[src/rtl/kbd_codes_pkg.sv]
// Scan codes, decoder state encoding and held-vector indices shared by the
// keyboard command logic.
package kbd_codes_pkg;

  localparam logic [7:0] SC_SPACE = 8'h29;
  localparam logic [7:0] SC_A     = 8'h1C;
  localparam logic [7:0] SC_D     = 8'h23;
  localparam logic [7:0] SC_P     = 8'h4D;
  localparam logic [7:0] SC_H     = 8'h33;
  localparam logic [7:0] SC_BREAK = 8'hF0;
  localparam logic [7:0] SC_EXT   = 8'hE0;

  typedef enum logic [1:0] {
    IDLE    = 2'd0,
    BRK     = 2'd1,
    EXT     = 2'd2,
    EXT_BRK = 2'd3
  } dec_state_t;

  localparam int KI_SPACE = 0;
  localparam int KI_A     = 1;
  localparam int KI_D     = 2;
  localparam int KI_P     = 3;
  localparam int KI_H     = 4;
  localparam int NUM_KEYS = 5;

  // One-hot held-vector position of a tracked make code; zero for anything else.
  function automatic logic [NUM_KEYS-1:0] key_onehot(input logic [7:0] code);
    logic [NUM_KEYS-1:0] hit;
    hit = '0;
    case (code)
      SC_SPACE: hit[KI_SPACE] = 1'b1;
      SC_A:     hit[KI_A]     = 1'b1;
      SC_D:     hit[KI_D]     = 1'b1;
      SC_P:     hit[KI_P]     = 1'b1;
      SC_H:     hit[KI_H]     = 1'b1;
      default:  hit = '0;
    endcase
    return hit;
  endfunction

endpackage

[src/rtl/key_cmd_sequencer_btn_sync.sv]
// Two-flop synchronizer bringing a raw push-button into the clk domain.
module btn_sync (
  input  logic clk,
  input  logic reset,
  input  logic din,
  output logic dout
);

  logic meta_reg;

  always_ff @(posedge clk) begin
    if (reset) begin
      meta_reg <= 1'b0;
      dout     <= 1'b0;
    end else begin
      meta_reg <= din;
      dout     <= meta_reg;
    end
  end

endmodule

[src/rtl/key_cmd_sequencer.sv]
// PS/2 scan-code decoder: make/break/extended prefix FSM, per-key held state,
// and the pause/help/velocity/jump commands derived from it.
module key_cmd_sequencer
  import kbd_codes_pkg::*;
#(
  parameter int VEL_MIN        = 1,
  parameter int VEL_MAX        = 3,
  parameter int VEL_INIT       = 2,
  parameter int PREFIX_TIMEOUT = 25000
) (
  input  logic       clk,
  input  logic       reset,
  input  logic       scan_valid,
  input  logic [7:0] scan_code,
  input  logic       btn,
  output logic       jump,
  output logic       pause,
  output logic       help,
  output logic [1:0] velocity,
  output logic       key_event
);

  localparam int CNT_W = $clog2(PREFIX_TIMEOUT + 1);
  localparam logic [CNT_W-1:0] CNT_LAST = CNT_W'(PREFIX_TIMEOUT - 1);

  dec_state_t state_reg, state_next;
  logic [CNT_W-1:0] cnt_reg, cnt_next;
  logic [NUM_KEYS-1:0] held_reg, held_next;
  logic [NUM_KEYS-1:0] new_make, new_break;
  logic pause_next, help_next, jump_next, key_event_next;
  logic [1:0] velocity_next;
  logic btn_s;

  btn_sync u_btn_sync (
    .clk   (clk),
    .reset (reset),
    .din   (btn),
    .dout  (btn_s)
  );

  always_ff @(posedge clk) begin
    if (reset) begin
      state_reg <= IDLE;
      cnt_reg   <= '0;
    end else begin
      state_reg <= state_next;
      cnt_reg   <= cnt_next;
    end
  end

  // A pending prefix is abandoned after PREFIX_TIMEOUT silent cycles.
  always_comb begin
    state_next = state_reg;
    cnt_next   = '0;
    if (state_reg == IDLE) begin
      if (scan_valid) begin
        if (scan_code == SC_BREAK)    state_next = BRK;
        else if (scan_code == SC_EXT) state_next = EXT;
      end
    end else if (scan_valid) begin
      if (state_reg == EXT && scan_code == SC_BREAK) state_next = EXT_BRK;
      else                                           state_next = IDLE;
    end else if (cnt_reg == CNT_LAST) begin
      state_next = IDLE;
    end else begin
      cnt_next = cnt_reg + 1'b1;
    end
  end

  always_comb begin
    new_make  = '0;
    new_break = '0;
    if (scan_valid && state_reg == IDLE) new_make  = key_onehot(scan_code) & ~held_reg;
    if (scan_valid && state_reg == BRK)  new_break = key_onehot(scan_code) & held_reg;
    held_next      = (held_reg | new_make) & ~new_break;
    key_event_next = |{new_make, new_break};

    pause_next    = pause ^ new_make[KI_P];
    help_next     = help ^ new_make[KI_H];
    velocity_next = velocity;
    if (new_make[KI_A] && !pause && velocity < 2'(VEL_MAX))
      velocity_next = velocity + 2'd1;
    else if (new_make[KI_D] && !pause && velocity > 2'(VEL_MIN))
      velocity_next = velocity - 2'd1;

    // Built from next-cycle values so a SPACE strobe shows on jump one cycle later.
    jump_next = (held_next[KI_SPACE] | btn_s) & ~pause_next & ~help_next;
  end

  always_ff @(posedge clk) begin
    if (reset) begin
      held_reg  <= '0;
      pause     <= 1'b0;
      help      <= 1'b0;
      velocity  <= 2'(VEL_INIT);
      jump      <= 1'b0;
      key_event <= 1'b0;
    end else begin
      held_reg  <= held_next;
      pause     <= pause_next;
      help      <= help_next;
      velocity  <= velocity_next;
      jump      <= jump_next;
      key_event <= key_event_next;
    end
  end

endmodule

[config.mk]
export PLATFORM = sky130hd
export DESIGN_NAME = key_cmd_sequencer
export DESIGN_NICKNAME = d
export VERILOG_FILES = /design/src/rtl/kbd_codes_pkg.sv /design/src/rtl/key_cmd_sequencer_btn_sync.sv /design/src/rtl/key_cmd_sequencer.sv
export SDC_FILE = /design/constraint.sdc
export NUM_CORES = 1
export LEC_CHECK = 0
export BUFFER_PORTS_ARGS = -buffer_cell sky130_fd_sc_hd__buf_4
export CORE_ASPECT_RATIO = 0.75
export CORE_MARGIN = 1
export CORE_UTILIZATION = 35
export DETAILED_ROUTE_END_ITERATION = 7
export GPL_TIMING_DRIVEN = 0
export HOLD_SLACK_MARGIN = 0.05
export MAX_ROUTING_LAYER = met4
export PLACE_DENSITY = 0.57
export SLEW_MARGIN = 20
export SYNTH_ARGS = -nofsm -noshare
export SYNTH_HDL_FRONTEND = slang
export SYNTH_SLANG_ARGS = --single-unit
[constraint.sdc]
create_clock -name clk -period 4.5 [get_ports clk]
set_input_delay 0.9 -clock clk [delete_from_list [all_inputs] [get_ports clk]]
set_output_delay 0.9 -clock clk [all_outputs]
set_load 0.005 [all_outputs]
-- After elaboration in Yosys (flattened, before gate mapping)
Index checks and enable logic that the tools add are counted.
Widths: inputs -> output; s select.
- reduce and logical (&&, ||, !) cells: 14
- muxes and demuxes: 26
- add/subtract/negate cells: 3
- eq/ne operators: 12
- magnitude comparators: 2
- bitwise logic cells: 13
- operator list (cell ; count):
    $eq 8x6->1 const B ; 3
    $mux 2 ; 9
    $eq 8x8->1 const B ; 2
    $add 15x1->15 const B ; 1
    $and 5x5->5 ; 3
    $eq 15x15->1 const B ; 1
    $mux 1 ; 15
    $mux 5 ; 2
    $not 5->5 ; 2
    $reduce_or 10->1 ; 1
    $eq 8x5->1 const B ; 1
    $eq 8x7->1 const B ; 1
    $logic_and 1x1->1 ; 7
    $or 5x5->5 ; 1
    $reduce_bool 2->1 ; 2
    $reduce_or 4->1 ; 1
    $ne 3x3->1 const B ; 1
    $reduce_and 3->1 ; 1
    $add 2x1->2 const B ; 1
    $and 1x1->1 ; 2
    $eq 2x1->1 const B ; 1
    $eq 2x2->1 const B ; 1
    $gt 2x1->1 const B ; 1
    $logic_not 2->1 ; 1
    other kinds (7) ; 9
- flip-flop bits (word level): 30
- input bits: 12

-- Longest topological paths before layout
Gate-level depths: netlist (run 1).
- depth in word-level cells: 10
- depth in mapped cells: 7
- mapped depth without buffers: 7

-- By module
From an unflattened synthesis (run 1), not the netlist that was laid out.
- cell total of the unflattened synthesis: 168
- area total of the unflattened synthesis: 1497.7 um^2
- by module, submodules not included (module ; area each (um^2) ; times used ; seq. area each (um^2) ; cells each):
    key_cmd_sequencer ; 1445.1 ; 1 ; 560.5 ; 164
    btn_sync ; 52.6 ; 1 ; 40.0 ; 4

-- Worst setup path before layout (run 1)
Ideal clock, no wire load.
- path type: input-to-reg
- start point: in scan_code[4]
- end point: reg velocity[1]
- setup slack: 2445 ps
- stages: 5
- data required time: 4373 ps
- data arrival time: 1928 ps
- cells stage by stage: nor4b_4 > nand4_1 > a21oi_2 > a21oi_1 > or3_1
- longest elaborated chain between the ends: 8
- elaborated cells on any way between the ends: 14
- classes of those cells: 2 x eq/ne; 6 x mux; 1 x bitwise; 5 x reduce/logical
- RTL lines (item ; line ; RTL):
    start: declaration ; key_cmd_sequencer.sv:14 ; input logic [7:0] scan_code,
    $eq 8x5->1 / $eq 8x6->1 (equally long branches) ; kbd_codes_pkg.sv:31 ; case (code)
    $mux 1 ; kbd_codes_pkg.sv:31 ;
    $mux 1 ; key_cmd_sequencer.sv:73 ; if (scan_valid && state_reg == IDLE) new_make = key_onehot(scan_code) & ~held_reg;
    $and 5x5->5 * ; key_cmd_sequencer.sv:73 ;
    $mux 5 * ; key_cmd_sequencer.sv:73 ;
    $logic_and 1x1->1, on equally long branches (2 in series) ; key_cmd_sequencer.sv:81, key_cmd_sequencer.sv:83 ;
    $mux 2 / $reduce_bool 2->1 (equally long branches) ; -- ;
    end signal: assignment ; key_cmd_sequencer.sv:95 ; velocity <= 2'(VEL_INIT);
    end signal: assignment ; key_cmd_sequencer.sv:102 ; velocity <= velocity_next;
    end: declaration ; key_cmd_sequencer.sv:19 ; output logic [1:0] velocity,
Mark *: on every way between the ends. The rest lies on a longest branch, timed or not. The select of a mux whose other input is x is not followed.
A chain may end at the register's enable or synchronous reset.

-- Worst setup path after layout (run 1)
- start point: in scan_code[1]
- end point: reg jump
- longest elaborated chain between the ends: 10
- elaborated cells on any way between the ends: 24
- classes of those cells: 3 x eq/ne; 9 x mux; 12 x bitwise
- RTL lines (item ; line ; RTL):
    $eq 8x6->1 ; kbd_codes_pkg.sv:31 ;
    $mux 1 ; kbd_codes_pkg.sv:31 ;
    $mux 1, on equally long branches ; key_cmd_sequencer.sv:73, key_cmd_sequencer.sv:74 ;
    $and 5x5->5, on equally long branches ; key_cmd_sequencer.sv:73, key_cmd_sequencer.sv:74 ;
    $mux 5, on equally long branches ; key_cmd_sequencer.sv:73, key_cmd_sequencer.sv:74 ;
    $or 5x5->5 / $not 5->5 (equally long branches) ; key_cmd_sequencer.sv:75 ; held_next = (held_reg | new_make) & ~new_break;
    $and 5x5->5 ; key_cmd_sequencer.sv:75 ;
    $or 1x1->1 ; key_cmd_sequencer.sv:87 ; jump_next = (held_next[KI_SPACE] | btn_s) & ~pause_next & ~help_next;
    $and 1x1->1 ; key_cmd_sequencer.sv:87 ;
    $and 1x1->1 * ; key_cmd_sequencer.sv:87 ;
    end signal: assignment ; key_cmd_sequencer.sv:103 ; jump <= jump_next;
    end: declaration ; key_cmd_sequencer.sv:16 ; output logic jump,
Marked as above.

==> impl_metrics.tcl, run 1 <==
set metrics [dict create \
    finalPower_mw 0.514 \
    yosys.area.top_type "dfxtp_1" \
    cts.reportedPaths.clkPinSlew_ns 0.06 \
    worstPathMaxFanout 4 \
    fillers 396 \
    setup_viol 0 \
    synth-edff-count 0 \
    wire_per_inst_um 12.7 \
    antenna_found_initial 0 \
    relSlewSlack_pct 59.1 \
    holdBufCountCts 0 \
    synth-warning-count 0 \
    grt_pass1_wl_um 5410 \
    rsz0062_at_grt "no" \
    vdd_drop_max_mv 0.155 \
    ant_nets 0 \
    dp.final_hpwl_um 2440 \
    synth_top_area_share_pct 40.2 \
    grt-ovfl-total 0 \
    antenna_cells 0 \
    grt_max_degree 11 \
    synth_compound_gate_area_share_pct 7.29 \
    layout-drive-gt1-share_pct 20.0 \
    cp-end-kind "flip-flop" \
    skew_ns 0.00691 \
    fin_tns_setup_ns 0 \
    ff2ff_path_depth 6 \
    cts_buffer_depth 2 \
    yosys.area_share.adder_pct 2.51 \
    p_per_area_mw_per_mm2 288 \
    grt_pass1_vias 1225 \
    rr_startpoint "velocity[0]" \
    rows 20 \
    wl_um 3170 \
    cts_max_level 2 \
    insertion_delay_ns 0.28 \
    synth_mux_area_share_pct 2.09 \
    tightestPinTransition_ns 0.606 \
    cts_buffers 5 \
    ys.flop_type "dfxtp_1" \
    worst_r2r_endpoint "velocity[1]" \
    avgSynthCellArea_um2 8.79 \
    dieArea_mm2 0.00454 \
    whs_ns 0.436 \
    vias_per_cell 5.17 \
    crit_type "in2reg" \
    worstHoldStart "u_btn_sync.meta_reg" \
    r2r_slack_ns 2.71 \
    syn-num-nets 185 \
    min_period_over_period_pct 47.7 \
    globalplace.congestion 0.955 \
    final_area_mm2 0.00178 \
    fp.coreArea_mm2 0.00408 \
    worst-endpoint-required_ns 4.67 \
    nNetsFinal 209 \
    drtIter0Drc 92 \
    cts_setup_buffers 0 \
    port_buffers 17 \
    synthArstFlopShare_pct 0 \
    synth_area_leaders "dfxtp_1 40%, nor2_1 7.3%, xor2_1 5.3%" \
    outcome "finished clean" \
    fmax_mhz 465 \
    synth_area_mm2 0.00149 \
    track_usage_pct 16.2 \
    syn_to_final_growth_pct 19.3 \
    arrival_ns 2.32 \
    start_kind "primary input" \
    cts_root_buf "clkbuf_8" \
    slew_violations 0 \
    hold_viol 0 \
    min_path_type "reg2reg" \
    fp.dieH_um 58.6 \
    ys_types 36 \
    drc 0 \
    p_leak_nw 0.659 \
    ctsResizeCount 0 \
    io_pins 18 \
    maxCapViolCount 0 \
    start_util_pct 36.6 \
    drt-pass1-iter-count 4 \
    cts_tree "built" \
    routed-via-count 1292 \
    post_synth_xor_area_fraction_pct 9.38 \
    largest_register_ffs 15 \
    syn_inst 170 \
    synthSimpleGateAreaFrac_pct 36.3 \
    cts_sinks 30 \
    place_area_mm2 0.00169 \
    yosysSeqAreaShare_pct 40.2 \
    synth-seq-cells 30 \
    final_core_util_pct 43.7 \
    whs_path_depth 1 \
    hold_path_end "u_btn_sync.dout" \
    synth_top_family_by_area "simple AND/OR/NAND/NOR gates" \
    die_w_um 77.4 \
    fin_crit_ns 2.15 \
]
==> how the worst max path moves through the flow <==
stage                   to  slack [ns]  cells past startpoint          from
6_report              jump        2.35                      6  scan_code[1]
3_5_place_dp          jump        2.10                      6  scan_code[1]
4_1_cts               jump        2.37                      6  scan_code[1]
5_1_grt               jump        2.22                      6  scan_code[1]
3_3_place_gp          jump        2.10                      6  scan_code[1]
2_1_floorplan  velocity[1]        2.44                      5  scan_code[4]
==> Yosys cell counts (2+ instances only) <==
| master | n |
|---|---|
| nor3_1 | 7 |
| o21ai_0 | 3 |
| a31oi_1 | 4 |
| nor4_1 | 2 |
| nor4b_1 | 2 |
| and3_1 | 3 |
| nor2b_1 | 6 |
| nor4b_4 | 2 |
| nand2_1 | 11 |
| ha_1 | 3 |
| a21oi_1 | 6 |
| mux2i_1 | 2 |
| nand4_1 | 4 |
| nand3_1 | 13 |
| dfxtp_1 | 30 |
| xor2_1 | 9 |
| nor2_1 | 29 |
| or3_1 | 3 |
| and4bb_2 | 3 |
| xnor2_1 | 7 |
| inv_1 | 5 |
| buf_2 | 2 |
==> final cells by class <==
type | instances | area [um^2] | share of cell area, %
buffer | 3 | 13.8 | 0.772
clock buffer | 7 | 86.3 | 4.85
clock inverter | 1 | 5.00 | 0.281
inverter | 5 | 18.8 | 1.05
multi-input combinational | 132 | 861 | 48.3
sequential | 30 | 601 | 33.7
tap | 55 | 68.8 | 3.86
timing repair buffer | 17 | 128 | 7.16
==> routing by layer <==
layer / share of wire [%] / GRT usage, %
met1: 50 / 19.7
met2: 45 / 23.8
met3: 3.4 / 5.12
met4: 1.9 / 9.16
met5: 0 / -
==> worst max-delay path, stage by stage <==
cell and delay (ns):
buf_4 0.12, nor4bb_1 0.56, nand3_1 0.18, nor2_1 0.12
a21oi_1 0.07, a2111oi_2 0.38
==> power breakdown <==
part / internal, mW / switching [mW] / total, mW
Combinational: 0.0133 / 0.0149 / 0.0282
Sequential: 0.267 / 0.000503 / 0.267
Clock: 0.123 / 0.0950 / 0.218
==> cells by family after synthesis <==
family,after synthesis
adder cells (fa/ha/maj),3
flip-flops,30
AND/OR/NAND/NOR,93
XOR/XNOR,16
multiplexers,3
AO/OA/AOI/OAI,17
buffers and inverters,8
==> cell usage in the layout (no fill, tap or decap), types with 5 or more instances in the layout <==
master,instances
buf_4,17
xor2_1,9
inv_1,5
dfxtp_1,30
xnor2_1,7
nand3_1,13
nor2b_1,6
clkbuf_8,6
nor2_1,29
a21oi_1,6
nand2_1,11
nor3_1,7
==> per-stage QoR <==
stage | setup slack [ns] | instances
floorplan | 2.44 | 170
global placement | 2.10 | 242
detailed placement | 2.10 | 242
CTS | 2.37 | 250
global route | 2.22 | 250
finish | 2.35 | 250
No activity file was read; power rests on OpenSTA's default activity.
==> inputs of run 2 (changes only) <==
--- a/config.mk
+++ b/config.mk
@@ -13,7 +13,7 @@
 export GPL_TIMING_DRIVEN = 0
 export HOLD_SLACK_MARGIN = 0.05
 export MAX_ROUTING_LAYER = met4
-export PLACE_DENSITY = 0.57
+export PLACE_DENSITY = 0.58
 export SLEW_MARGIN = 20
 export SYNTH_ARGS = -nofsm -noshare
 export SYNTH_HDL_FRONTEND = slang
==> constraint.sdc (replaced) <==
create_clock -name clk -period 1.8 [get_ports clk]
set_input_delay 0.36 -clock clk [delete_from_list [all_inputs] [get_ports clk]]
set_output_delay 0.36 -clock clk [all_outputs]
set_load 0.005 [all_outputs]
==> run 2 against run 1 <==
Net effect: die area unchanged; via count barely moved; sequential power rose to 2.5 times the previous value; flip-flop and latch count is the same; critical path type is now reg2reg; largest power group unchanged.
==> impl_metrics.tcl, run 2 (same netlist as run 1, synthesis figures left out) <==
set metrics [dict create \
    outcome "finished clean" \
    vdd_drop_max_mv 0.392 \
    start_kind "flip-flop" \
    nNetsFinal 210 \
    worst-endpoint-required_ns 1.96 \
    routed-via-count 1293 \
    cts_sinks 30 \
    antenna_found_initial 0 \
    rows 20 \
    grt_pass1_vias 1155 \
    fp.coreArea_mm2 0.00408 \
    start_util_pct 36.6 \
    cts_max_level 2 \
    maxCapViolCount 0 \
    place_area_mm2 0.00169 \
    fin_cells 251 \
    p_per_area_mw_per_mm2 698 \
    arrival_ns 1.89 \
    wire_per_inst_um 13.2 \
    hold_viol 0 \
    skew_ns 0.00745 \
    globalplace.congestion 0.955 \
    track_usage_pct 15.7 \
    cts.reportedPaths.clkPinSlew_ns 0.06 \
    grt_max_degree 11 \
    fmax_mhz 580 \
    layout-drive-gt1-share_pct 24.0 \
    port_buffers 17 \
    fp.dieH_um 58.6 \
    worstPathMaxFanout 4 \
    relSlewSlack_pct 64.6 \
    crit_slowest_cell "dfxtp_2" \
    drtIter0Drc 45 \
    min_path_type "in2reg" \
    grt-ovfl-total 0 \
    setup_viol 0 \
    layout_common_cells "29 x nor2_1, 29 x dfxtp_1, 19 x buf_4" \
    cp-end-kind "flip-flop" \
    vias_per_cell 5.15 \
    holdBufCountCts 0 \
    slew_violations 0 \
    grt_pass1_wl_um 5320 \
    syn_to_final_growth_pct 24.0 \
    ant_nets 0 \
    cts_tree "built" \
    drt-pass1-iter-count 4 \
    antenna_cells 0 \
    largest_register_ffs 15 \
    cts_buffer_depth 2 \
    drc 0 \
    min_period_over_period_pct 95.8 \
    tightestPinTransition_ns 0.523 \
    r2r_slack_ns 0.08 \
    dp.final_hpwl_um 2470 \
    dp.cells 242 \
    slowest_delay_ns 0.34 \
    dieArea_mm2 0.00454 \
    p_leak_nw 0.717 \
    die_w_um 77.4 \
    io_pins 18 \
    fin_crit_ns 1.72 \
    crit_type "reg2reg" \
    cp_cell_sequence "ha_2 > nor4b_4 > nand4b_4 > a21oi_4 > a21oi_1 > or3_1" \
    cts_buffers 5 \
    insertion_delay_ns 0.28 \
    wl_um 3330 \
    cts_root_buf "clkbuf_8" \
    final_area_mm2 0.00185 \
]
==> run 2: changes by cell type in the layout (fill, tap and decap cells not counted), sizes merged <==
| cell | change |
|---|---|
| buf | +1 |
==> run 2: worst max-delay path, delay by kind of cell (launching register included) <==
family	cells	cell delay [ns]
fa+ha+maj	1	0.21
compound gates	2	0.28
flops	1	0.34
simple gates	3	0.78
==> run 2: cell type report <==
| cell class | count | area [um^2] |
|---|---|---|
| clock buffer | 7 | 86.3 |
| inverter | 5 | 18.8 |
| buffer | 3 | 16.3 |
| tap | 55 | 68.8 |
| sequential | 30 | 602 |
| multi-input combinational | 132 | 920 |
| fill | 406 | 2230 |
| timing repair buffer | 18 | 135 |
| clock inverter | 1 | 5.00 |
==> run 2: stage by stage <==
step                hold WS (ns)  setup slack (ns)  total power [mW]  util [%]  TNS [ns]
floorplan                  0.414             0.164             0.712         -         0
global placement           0.418           -0.0601             0.752      41.4   -0.0708
detailed placement         0.428           -0.0586             0.754      41.4   -0.0586
CTS                        0.306           0.00802              1.31      43.9         0
global route               0.304          -0.00781              1.36      45.4   -0.0201
finish                     0.311            0.0760              1.29      45.4         0
==> run 2: where the power goes <==
group | total [mW] | switching (mW) | internal (mW)
Clock | 0.548 | 0.240 | 0.308
Sequential | 0.669 | 0.00139 | 0.667
Combinational | 0.0750 | 0.0385 | 0.0365
Total | 1.29 | 0.280 | 1.01
==> run 2: path summary, 6_finish.rpt <==
check                            from             endpoint  cells after the start
setup / recovery          velocity[0]          velocity[1]                      6
hold reg to reg   u_btn_sync.meta_reg      u_btn_sync.dout                      1
setup reg to reg          velocity[0]          velocity[1]                      6
hold / removal                    btn  u_btn_sync.meta_reg                      2
==> run 2: per-layer routing <==
metal	up-vias	share of wire, %	GRT usage (%)
met5	-	0	-
li1	645	-	-
met2	38	44	22.9
met4	0	0.75	5.12
met1	604	49	20.0
met3	6	6.0	6.05
==> run 2: repair_timing <==
action | 4_1_cts | 5_1_grt
hold endpoints to repair | 0 | 0
cloned | 0 | 0
pin swaps | 0 | 5
gates resized for setup | 2 | 10
buffers inserted | 0 | 1
setup endpoints to repair | 7 | 14
